### config.mk
export PLATFORM = sky130hd
export DESIGN_NAME = diferenca_sched_flat
export DESIGN_NICKNAME = d
export VERILOG_FILES = /design/src/rtl/diferenca_sched_pkg.sv /design/src/rtl/diferenca_sched_if.sv /design/src/rtl/diferenca.sv /design/src/rtl/rr_arbiter2.sv /design/src/rtl/diferenca_sched.sv /design/src/flat_wrapper.sv
export SDC_FILE = /design/constraint.sdc
export NUM_CORES = 1
export LEC_CHECK = 0
export CORE_MARGIN = 2
export CORE_UTILIZATION = 30
export CTS_CLUSTER_SIZE = 16
export DETAILED_ROUTE_END_ITERATION = 12
export GPL_TIMING_DRIVEN = 0
export HOLD_SLACK_MARGIN = 0.1
export PLACE_DENSITY_LB_ADDON = 0.1
export SLEW_MARGIN = 20
export SYNTH_ARGS = -nofsm -noshare
export SYNTH_HDL_FRONTEND = slang
export SYNTH_SLANG_ARGS = --single-unit
### constraint.sdc
create_clock -name clk -period 4.3 [get_ports clk]
set_clock_uncertainty 0.1 [all_clocks]
set_input_delay 0.86 -clock clk [delete_from_list [all_inputs] [get_ports clk]]
set_output_delay 0.86 -clock clk [all_outputs]
set_load 0.05 [all_outputs]
### src/rtl/diferenca_sched_pkg.sv
// rtl/diferenca_sched_pkg.sv - shared constants for the diferenca scheduler
package diferenca_sched_pkg;

  localparam int DEF_WIDTH = 4;
  localparam int DEF_CNT_W = 8;

  // 2'b11 is unused and falls back to IDLE
  localparam logic [1:0] ST_IDLE = 2'b00;
  localparam logic [1:0] ST_CALC = 2'b01;
  localparam logic [1:0] ST_RESP = 2'b10;

endpackage

### src/rtl/diferenca_sched_if.sv
// rtl/diferenca_sched_if.sv - request/response bundle between requesters and the scheduler
interface diferenca_sched_if;
  import diferenca_sched_pkg::*;

  logic [1:0]           req;
  logic [DEF_WIDTH-1:0] a0;
  logic [DEF_WIDTH-1:0] b0;
  logic [DEF_WIDTH-1:0] a1;
  logic [DEF_WIDTH-1:0] b1;
  logic [1:0]           ack;
  logic                 resp_valid;
  logic                 resp_ready;
  logic                 resp_id;
  logic [DEF_WIDTH-1:0] resp_s;
  logic                 resp_sinal;

  modport master (
    output req, a0, b0, a1, b1, resp_ready,
    input  ack, resp_valid, resp_id, resp_s, resp_sinal
  );

  modport slave (
    input  req, a0, b0, a1, b1, resp_ready,
    output ack, resp_valid, resp_id, resp_s, resp_sinal
  );

endinterface

### src/rtl/diferenca.sv
// rtl/diferenca.sv - 4-bit absolute difference: S=|A-B|, sinal=1 when A<B
module diferenca (
  input  logic [3:0] A,
  input  logic [3:0] B,
  output logic [3:0] S,
  output logic       sinal
);

  assign sinal = (A < B);
  assign S     = sinal ? (B - A) : (A - B);

endmodule

### src/rtl/rr_arbiter2.sv
// rtl/rr_arbiter2.sv - two-way round-robin grant; ptr names the favoured requester on contention
module rr_arbiter2 (
  input  logic [1:0] req,
  input  logic       ptr,
  output logic [1:0] grant
);

  always_comb begin
    grant = 2'b00;
    if (req == 2'b11) begin
      grant = ptr ? 2'b10 : 2'b01;
    end else begin
      grant = req;
    end
  end

endmodule

### src/rtl/diferenca_sched.sv
// rtl/diferenca_sched.sv - round-robin sharing of one diferenca datapath between two requesters
module diferenca_sched
  import diferenca_sched_pkg::*;
#(
  parameter int WIDTH = DEF_WIDTH,
  parameter int CNT_W = DEF_CNT_W
) (
  input  logic              clk,
  input  logic              rst_n,
  diferenca_sched_if.slave  bus,
  output logic              busy,
  output logic [CNT_W-1:0]  ops_cnt
);

  logic [1:0]       state;
  logic             ptr;
  logic             owner;
  logic [WIDTH-1:0] op_a;
  logic [WIDTH-1:0] op_b;
  logic [1:0]       ack_q;
  logic             resp_valid_q;
  logic             resp_id_q;
  logic [WIDTH-1:0] resp_s_q;
  logic             resp_sinal_q;
  logic [CNT_W-1:0] ops_cnt_q;

  logic [1:0]       grant;
  logic             winner;
  logic [WIDTH-1:0] dp_s;
  logic             dp_sinal;

  rr_arbiter2 u_arb (
    .req   (bus.req),
    .ptr   (ptr),
    .grant (grant)
  );

  assign winner = grant[1];

  // Datapath is fed only from the captured operands, so requesters may change inputs after ack
  diferenca u_dif (
    .A     (op_a),
    .B     (op_b),
    .S     (dp_s),
    .sinal (dp_sinal)
  );

  always_ff @(posedge clk) begin
    if (!rst_n) begin
      state        <= ST_IDLE;
      ptr          <= 1'b0;
      owner        <= 1'b0;
      op_a         <= '0;
      op_b         <= '0;
      ack_q        <= 2'b00;
      resp_valid_q <= 1'b0;
      resp_id_q    <= 1'b0;
      resp_s_q     <= '0;
      resp_sinal_q <= 1'b0;
      ops_cnt_q    <= '0;
    end else begin
      ack_q <= 2'b00;
      case (state)
        ST_IDLE: begin
          if (|bus.req) begin
            op_a  <= winner ? bus.a1 : bus.a0;
            op_b  <= winner ? bus.b1 : bus.b0;
            owner <= winner;
            ack_q <= grant;
            ptr   <= ~winner;
            state <= ST_CALC;
          end
        end
        ST_CALC: begin
          resp_s_q     <= dp_s;
          resp_sinal_q <= dp_sinal;
          resp_id_q    <= owner;
          resp_valid_q <= 1'b1;
          state        <= ST_RESP;
        end
        ST_RESP: begin
          if (bus.resp_ready) begin
            resp_valid_q <= 1'b0;
            ops_cnt_q    <= ops_cnt_q + CNT_W'(1);
            state        <= ST_IDLE;
          end
        end
        default: state <= ST_IDLE;
      endcase
    end
  end

  assign bus.ack        = ack_q;
  assign bus.resp_valid = resp_valid_q;
  assign bus.resp_id    = resp_id_q;
  assign bus.resp_s     = resp_s_q;
  assign bus.resp_sinal = resp_sinal_q;
  assign busy           = (state != ST_IDLE);
  assign ops_cnt        = ops_cnt_q;

endmodule
### src/flat_wrapper.sv
// flat-port wrapper written by rule: the top's interface ports become plain ports
module diferenca_sched_flat import diferenca_sched_pkg::*;
#(
  parameter int WIDTH = DEF_WIDTH,
  parameter int CNT_W = DEF_CNT_W
)
  (clk, rst_n, busy, ops_cnt, bus_req, bus_a0, bus_b0, bus_a1, bus_b1, bus_resp_ready, bus_ack, bus_resp_valid, bus_resp_id, bus_resp_s, bus_resp_sinal);
  diferenca_sched_if bus_i ();
  input  logic clk;
  input  logic rst_n;
  output logic busy;
  output logic [CNT_W-1:0] ops_cnt;
  input wire logic [$bits(bus_i.req)-1:0] bus_req;
  input wire logic [$bits(bus_i.a0)-1:0] bus_a0;
  input wire logic [$bits(bus_i.b0)-1:0] bus_b0;
  input wire logic [$bits(bus_i.a1)-1:0] bus_a1;
  input wire logic [$bits(bus_i.b1)-1:0] bus_b1;
  input wire logic [$bits(bus_i.resp_ready)-1:0] bus_resp_ready;
  output wire logic [$bits(bus_i.ack)-1:0] bus_ack;
  output wire logic [$bits(bus_i.resp_valid)-1:0] bus_resp_valid;
  output wire logic [$bits(bus_i.resp_id)-1:0] bus_resp_id;
  output wire logic [$bits(bus_i.resp_s)-1:0] bus_resp_s;
  output wire logic [$bits(bus_i.resp_sinal)-1:0] bus_resp_sinal;
  assign bus_i.req = bus_req;
  assign bus_i.a0 = bus_a0;
  assign bus_i.b0 = bus_b0;
  assign bus_i.a1 = bus_a1;
  assign bus_i.b1 = bus_b1;
  assign bus_i.resp_ready = bus_resp_ready;
  assign bus_ack = bus_i.ack;
  assign bus_resp_valid = bus_i.resp_valid;
  assign bus_resp_id = bus_i.resp_id;
  assign bus_resp_s = bus_i.resp_s;
  assign bus_resp_sinal = bus_i.resp_sinal;
  diferenca_sched #(.WIDTH(WIDTH), .CNT_W(CNT_W)) u_core (.clk(clk), .rst_n(rst_n), .bus(bus_i), .busy(busy), .ops_cnt(ops_cnt));
endmodule
==> summary.txt <==
Root Buffer: clkbuf_8
# IOs: 39
Total instance count after detailed placement: 235
Critical path fanouts, max: 5
Maxcap violations: 0
Setup TNS Final: 0 ns
Number of buffers created by CTS: 5
DP Wirelength: 2460 um
NumNets Final: 221
Inserted Diodes: 0
CP Launch Type: flop
Crit path cell chain: nor2_1 > inv_1 > clkdlybuf4s50_1
Tmin final: 2.65 ns
Worst Hold Class: flop to flop
PD cells: 380 nW/um^2
CP Data Arrival Time: 1.69 ns
Critical Path RT: 3.34 ns
CTS tree: yes
Starting Density: 31.1%
WL final: 3220 um
Placement-stage worst setup slack: 1.88 ns
Final Hold Vio Count: 0
Die area: 5030 sq um
P_leak: 0.734 nW
Synth Register Bits: 29
Die width: 70.9 um
Commonest non-fill, non-tap cell in the layout: clkdlybuf4s50_1
Antenna violations before repair: 0
Clk buf depth: 2
Critical path class: flop to output port
DRC violations left: 0
Yosys top cell by area: dfxtp_1
Row count: 24
Status: finished, final reports clean
Via-to-Cell Ratio: 4.88
Cts hold-fix bufs: 0
Sequential share of the synthesized area: 43.2%
Post-route setup slack: 1.65 ns
Largest net degree at the start of global routing: 11
IO Port Bufs: 38
Worst slew margin: 65.9%
CP Capture Type: output port
Remaining antenna violation count after routing: 0
Worst-skew pair later-pin latency: 0.27 ns
Layout cell share with drive strength beyond 1: 7.37%
Peak supply drop: 0.000215 V
Congestion Overflow GR: 0
Gate count of the mapped netlist: 145
Final Slew Violations: 0
Slowest cell delay on critical path: 0.70 ns
Global-route wire length before repair: 5390 um
Final setup fails: 0
Total GRT Usage: 13.8%
Starting DRT DRC Count: 79
Clk sinks: 29
Placer Congestion: 0.720
Slowest-stage cell, CP: clkdlybuf4s50_1
Vias in the first global route: 1197
Syn_nets: 176
H-tree depth: 2
Non-filler cells, final: 242
Area growth, synth to finish: 39.6%
DR WL/cell: 13.3 um
Final period util: 61.7%
Vias: 1181
First-pass DRT Iterations: 4
Unique masters post-synth: 32
Core Area: 4320 sq um
Top post-synthesis cells by area: dfxtp_1, ha_1, nor2_1
Syn Std Cell Area: 1340 sq um
FMAX: 377 MHz
Clock slew at reported path FFs: 0.06 ns
Resized Gates After CTS: 0
RSZ-0062 raised after global routing: false
Synth top area share: 43.2%
Most frequent cells in the layout: clkdlybuf4s50_1, dfxtp_1, nor2_1, inv_1
Setup bufs post-CTS: 0
Warnings, synthesis: 0
Syn_area_per_cell: 9.27 sq um
Die Ht: 70.9 um
Worst-margin pin slew: 0.511 ns
-- worst paths after layout --
| path | start | to | slack [ns] | cells past startpoint |
|---|---|---|---|---|
| worst min-delay path | u_core.bus.resp_id$_SDFFE_PN0P_ | u_core.bus.resp_id$_SDFFE_PN0P_ | 0.39 | 2 |
| worst max-delay path | u_core.state[0]$_SDFFE_PN0P_ | busy | 1.65 | 3 |
| worst max register to register | u_core.op_a[0]$_SDFFE_PN0P_ | u_core.bus.resp_s[3]$_SDFFE_PN0P_ | 2.20 | 8 |
| worst min register to register | u_core.bus.resp_id$_SDFFE_PN0P_ | u_core.bus.resp_id$_SDFFE_PN0P_ | 0.39 | 2 |
-- layer usage --
layer / wire length [um] / vias up / GRT usage (%) / share of wire [%]
li1: - / 591 / - / -
met1: 1410 / 566 / 16.0 / 44
met2: 1660 / 22 / 24.1 / 51
met3: 134 / 2 / 4.70 / 4.2
met4: 20 / 0 / 3.77 / 0.62
met5: 0 / - / 0 / 0
-- flip-flops by register name, summed over array words and instances (netlist names) --
name,count
u_core.bus.ack,2
u_core.ops_cnt,8
u_core.bus.resp_valid,1
u_core.state,2
u_core.op_a,4
u_core.bus.resp_id,1
u_core.bus.resp_sinal,1
u_core.owner,1
u_core.bus.resp_s,4
u_core.ptr,1
u_core.op_b,4
-- cells by family (layout without fill, tap and decap cells) --
kind of cell,Yosys count,count (layout),synth area share (%)
DFF,29,29,43.2
and+or+nand+nor,48,48,16.1
muxes,6,6,4.66
AOI/OAI and AO/OA,28,28,15.8
xor gates and xnor gates,8,8,5.21
buffers and inverters,16,61,4.56
adders and majority gates,10,10,10.4
-- cell usage after synthesis --
cell type / instances
a211oi_1: 1
a21o_1: 1
a21oi_1: 8
a21oi_2: 1
a21oi_4: 1
a222oi_1: 8
a22o_2: 1
a31o_2: 1
and2_1: 2
and3_1: 1
and3b_1: 1
buf_2: 1
clkbuf_1: 3
clkinv_1: 1
dfxtp_1: 29
fa_1: 2
ha_1: 8
inv_1: 11
mux2_2: 2
mux2i_1: 4
nand2_1: 7
nand3_1: 4
nand3b_1: 1
nand4_1: 2
nor2_1: 26
nor2b_1: 2
nor3_1: 1
nor3b_1: 1
o21ai_0: 5
o21ai_2: 1
xnor2_1: 2
xor2_1: 6
-- report_power, final --
part	internal, mW	leakage [nW]	switching (mW)
Clock	0.127	0.0443	0.0924
Sequential	0.289	0.237	0.0136
Combinational	0.0839	0.452	0.108
-- through the flow --
stage | instance area (sq um) | hold slack (ns) | util, % | total power [mW]
4_1_cts | 1880 | 0.397 | 43.4 | 0.722
2_1_floorplan | 1340 | 0.357 | - | 0.436
6_report | 1880 | 0.394 | 43.4 | 0.713
3_5_place_dp | 1790 | 0.385 | 41.4 | 0.502
5_1_grt | 1880 | 0.421 | 43.4 | 0.756
3_3_place_gp | 1790 | 0.366 | 41.4 | 0.499
-- critical path, delay by kind of cell (launching register included) --
family        cells  cell delay (ns)
buf+inv           2             0.77
flops             1             0.33
simple gates      1             0.32
-- layout make-up --
class | instances | area (sq um)
fillers | 460 | 2450
multi-input cells | 100 | 702
flip-flops and latches | 29 | 581
repair buffers | 38 | 380
clock buffers | 7 | 86.3
well taps | 52 | 65.1
inverters | 12 | 45.0
plain buffers | 4 | 16.3
Power figures use the tool's default switching activity.
==> variant 1: new RTL, same flow settings <==
Set the package constant `DEF_CNT_W` to 12 (it was 8).
--- a/src/rtl/diferenca_sched_pkg.sv
+++ b/src/rtl/diferenca_sched_pkg.sv
@@ -3,5 +3,5 @@
 
   localparam int DEF_WIDTH = 4;
-  localparam int DEF_CNT_W = 8;
+  localparam int DEF_CNT_W = 12;
 
   // 2'b11 is unused and falls back to IDLE
Interface: changed (resized ops_cnt); port bits go from 39 to 43. The function was not compared with the original's and may differ.
==> variant 1 against the original RTL <==
- sequential cell count up 4
- hold slack worse by 0.038 ns
- power is 18% higher
- via count increased by 23%
- synthesized area is 20% higher
- clock power up 40%
- setup slack worse by 0.043 ns
- routed wire length grew 18%
- synthesized cell count increased by 26%
- final area rose by 19%
- largest cell class unchanged
- highest routed layer unchanged
==> variant 1: results (changes against the original RTL) <==
Status
  – Status: completed

Layout
  – Fill cells: 564 (+23%)
  – Share of layout cells above drive strength 1: 5.17% (-2.2 points)
  – Max reg flops: 12 (+4)
  – Layout net count: 262 (+19%)

Synth
  – Post-Syn Nets: 213 (+21%)
  – Top cells by count, synth: 33 x dfxtp_1, 26 x nor2_1, 16 x inv_1
  – Top cells by area, synth: dfxtp_1 41%, ha_1 6.2%, nor2_1 6.1%
  – Synth unique cells: 38 (+19%)
  – Post-synthesis sequential area ratio: 41.1% (-2.1 points)

Place
  – DP Area: 0.00212 mm2 (+18%)
  – Input/output buffers: 42 (+11%)
  – Placer Congestion: 0.725 (+0.68%)

Routing
  – Avg WL per Cell: 12.6 um (-5.4%)
  – Vias per inst: 4.82 (-1.3%)
  – Initial DRC Count: 93 (+18%)

Power
  – Net Sw Power: 245 uW (+14%)
  – Max VDD drop: 0.179 mV (-17%)
  – Leakage Power: 0.823 nW (+12%)

Global routing
  – Antenna violations before repair: 0 (unchanged)
  – Vias in the first global route: 1385 (+16%)
  – GRT Overall Usage: 14.1% (+0.28 points)
  – First-pass GRT wire length: 6710 um (+24%)

Setup path
  – Data arrival, critical path: 1.73 ns (+0.04 ns)
  – Slowest cell on crit path: clkdlybuf4s50_1
  – Critical path's largest stage delay: 0.80 ns (+0.10 ns)
  – FF-to-FF path depth: 7 (-1)
  – Crit-path max FO: 7 (+2)
  – Worst Setup SP: u_core.state[1]$_SDFFE_PN0P_

Clock tree
  – Worst-skew pair later-pin latency: roughly 0.28 ns

Worst hold path
  – Worst Hold Launch: u_core.bus.resp_s[1]$_SDFFE_PN0P_
  – WHS Path Cells: 2 (unchanged)

STA
  – Slew HR: 59.3% (-6.5 points)
[variant 1: power by group through the flow]
stage / logic (mW) / registers, mW / clock network, mW
floorplan: 0.102 / 0.374 / 0
global placement: 0.195 / 0.347 / 0
detailed placement: 0.195 / 0.347 / 0
CTS: 0.196 / 0.340 / 0.319
global route: 0.217 / 0.344 / 0.333
finish: 0.195 / 0.340 / 0.307
[variant 1: worst paths after layout]
| check | to | slack (ns) |
|---|---|---|
| min | u_core.bus.resp_s[1]$_SDFFE_PN0P_ | 0.36 |
| min reg2reg | u_core.bus.resp_s[1]$_SDFFE_PN0P_ | 0.36 |
| max | busy | 1.61 |
| max reg2reg | u_core.bus.resp_s[2]$_SDFFE_PN0P_ | 2.22 |
[variant 1: area by class of cell]
class	count	area (um2)	area share, %
multi-input combinational	125	856	38.3
sequential	33	661	29.6
clock inverter	1	30.0	1.35
buffer	8	31.3	1.40
inverter	16	60.1	2.69
tap	70	87.6	3.92
clock buffer	7	86.3	3.87
timing repair buffer	42	420	18.8
[variant 1: cell families after synthesis]
kind of cell               synth area share, %
DFF                                       41.1
xor gates and xnor gates                  4.90
and+or+nand+nor                           21.9
AOI/OAI and AO/OA                         17.0
adders and majority gates                 8.72
muxes                                    0.623
buffers and inverters                     5.68
[variant 1: routing by layer]
layer | share of wire, % | track usage [%] | vias to the layer above
li1 | - | - | 741
met3 | 4.5 | 3.65 | 6
met1 | 52 | 19.6 | 667
met5 | 0 | 0 | -
met4 | 1.5 | 5.36 | 0
met2 | 42 | 20.7 | 41
[variant 1: worst register-to-register path, stage by stage (launching register included)]
cell and delay [ns]:
dfxtp_1 0.38, inv_1 0.06, ha_1 0.21, fa_1 0.46, nor2b_1 0.21, o21a_1 0.26
o21ai_0 0.11, a211oi_1 0.21
[variant 1: metrics by stage]
| step | total power, mW | std cells | worst slack (ns) | hold slack (ns) | utilization, % |
|---|---|---|---|---|---|
| 6_report | 0.842 | 302 | 1.61 | 0.356 | 43.4 |
| 5_1_grt | 0.894 | 302 | 1.49 | 0.395 | 43.4 |
| 4_1_cts | 0.855 | 302 | 1.59 | 0.357 | 43.4 |
| 3_5_place_dp | 0.542 | 294 | 1.47 | 0.349 | 41.2 |
| 3_3_place_gp | 0.542 | 294 | 1.49 | 0.343 | 41.2 |
| 2_1_floorplan | 0.476 | 182 | 2.43 | 0.332 | - |
==> variant 2: new RTL, same settings <==
Without the edit above. Reset style: asynchronous (`rst_n`), changed in one clocked block.
--- a/src/rtl/diferenca_sched.sv
+++ b/src/rtl/diferenca_sched.sv
@@ -46,5 +46,5 @@
   );
 
-  always_ff @(posedge clk) begin
+  always_ff @(posedge clk or negedge rst_n) begin
     if (!rst_n) begin
       state        <= ST_IDLE;
Check against the original RTL: differs if rst_n is asserted again (counterexample within 4 cycles, from zero or initial values and one cycle with rst_n low); with rst_n held inactive, the same outputs for 10 cycles.
==> variant 2 against the original RTL <==
- hold slack worse by 0.023 ns
- cell count is 3.7% higher
- final area is 7.7% higher
- routed wire length is 9.1% lower
- count of clock-buffer cells in the layout stayed put
- setup slack worse by 0.16 ns
- sequential cell count stayed put
- synthesized area is 8.7% higher
- non-clock buffer count is 1 lower
- via count is 6.6% lower
Power is not compared: it rests on default switching activity, and its combinational part moved more than twofold at a synthesized area within 25%.
==> variant 2: results (changes against the original RTL) <==
Status
  – Status: completed

Setup path
  – FF-to-FF path depth: 7 (-1)
  – Worst reg2reg startpoint: u_core.op_b[0]$_DFFE_PN0P_
  – Worst reg2reg path endpoint: u_core.bus.resp_s[3]$_DFFE_PN0P_
  – Worst Setup SP: u_core.state[1]$_DFFE_PN0P_
  – Data arrival, critical path: 1.86 ns (+0.17 ns)
  – Crit-path max FO: 4 (-1)

Layout
  – Fill cells: 463 (+0.65%)
  – Layout net count: 214 (-3.2%)
  – Share of layout cells above drive strength 1: 11.4% (+4.0 points)
  – Fin cells: 251 (+3.7%)

Routing
  – Met1 WL: 1420 um (+0.64%)
  – Vias per inst: 4.39 (-10%)
  – Total length of routed met3 wires: 143 um (+6.7%)
  – Total wire length: 2930 um (-9.1%)
  – Wire length on met2: 1330 um (-20%)

Global routing
  – Met1 usage: 17.0% (+0.90 points)
  – Largest net degree at the start of global routing: 30 (+19)
  – Met3 Usage GRT: 4.12% (-0.59 points)
  – Vias in the first global route: 1124 (-6.1%)
  – Grt met2 use: 19.1% (-4.9 points)
  – First-pass GRT wire length: 5140 um (-4.6%)
  – GRT Overall Usage: 12.6% (-1.2 points)

Synth
  – Synth Flop Type: dfrtp_1
  – Top cells by count, synth: 29 x dfrtp_1, 21 x nand2_1, 15 x o21ai_0
  – FFs w/ async S/R, synth: 100% (+100 points)
  – Synth unique cells: 30 (-6.3%)
  – Top cells by area, synth: dfrtp_1 50%, ha_1 6.9%, mux2i_1 6.2%
  – Post-synthesis sequential area ratio: 49.7% (+6.5 points)

STA
  – Crit share post-route: 65.5% (+3.8 points)
  – Worst hold margin: 0.372 ns (-0.0227 ns)
  – Worst-Margin Slew: 0.663 ns (+0.153 ns)

Power
  – Total power: 1.63 mW

Place
  – DP Area: 0.00192 mm2 (+7.3%)
  – DP HPWL: 2360 um (-4.4%)
  – Placed cells: 243 (+3.4%)
-- variant 2: cells by family (layout without fill, tap and decap cells) --
family	count (synthesis)	after routing	share of synthesized area [%]
buffers and inverters	14	60	4.03
adders and majority gates	10	10	9.60
muxes	11	11	7.71
and+or+nand+nor	38	38	13.5
AOI/OAI and AO/OA	28	28	10.7
xor gates and xnor gates	8	8	4.80
DFF	29	29	49.7
-- variant 2: worst min-delay path by stage --
stage | from | endpoint | slack (ns) | depth (start not counted)
after floorplan | u_core.owner$_DFFE_PN0P_ | u_core.owner$_DFFE_PN0P_ | 0.35 | 1
final | u_core.ops_cnt[7]$_DFFE_PN0P_ | u_core.ops_cnt[7]$_DFFE_PN0P_ | 0.37 | 1
after detailed placement | u_core.ops_cnt[7]$_DFFE_PN0P_ | u_core.ops_cnt[7]$_DFFE_PN0P_ | 0.37 | 1
after CTS | u_core.ops_cnt[7]$_DFFE_PN0P_ | u_core.ops_cnt[7]$_DFFE_PN0P_ | 0.38 | 1
after global routing | u_core.ops_cnt[7]$_DFFE_PN0P_ | u_core.ops_cnt[7]$_DFFE_PN0P_ | 0.39 | 1
after global placement | u_core.ops_cnt[7]$_DFFE_PN0P_ | u_core.ops_cnt[7]$_DFFE_PN0P_ | 0.36 | 1
-- variant 2: area by class of cell --
type                       instances  area, um2  area share [%]
tap                               67       83.8            4.15
clock inverter                     1       5.00           0.248
buffer                             3       17.5           0.867
sequential                        29        726            35.9
clock buffer                       7       96.3            4.77
timing repair buffer              38        375            18.6
inverter                          11       41.3            2.04
multi-input combinational         95        676            33.4
-- variant 2: worst max-delay path: stages (launching register included) --
cell             delay, ns
dfrtp_1               0.42
nor2_1                0.31
inv_1                 0.13
clkdlybuf4s50_1       0.72
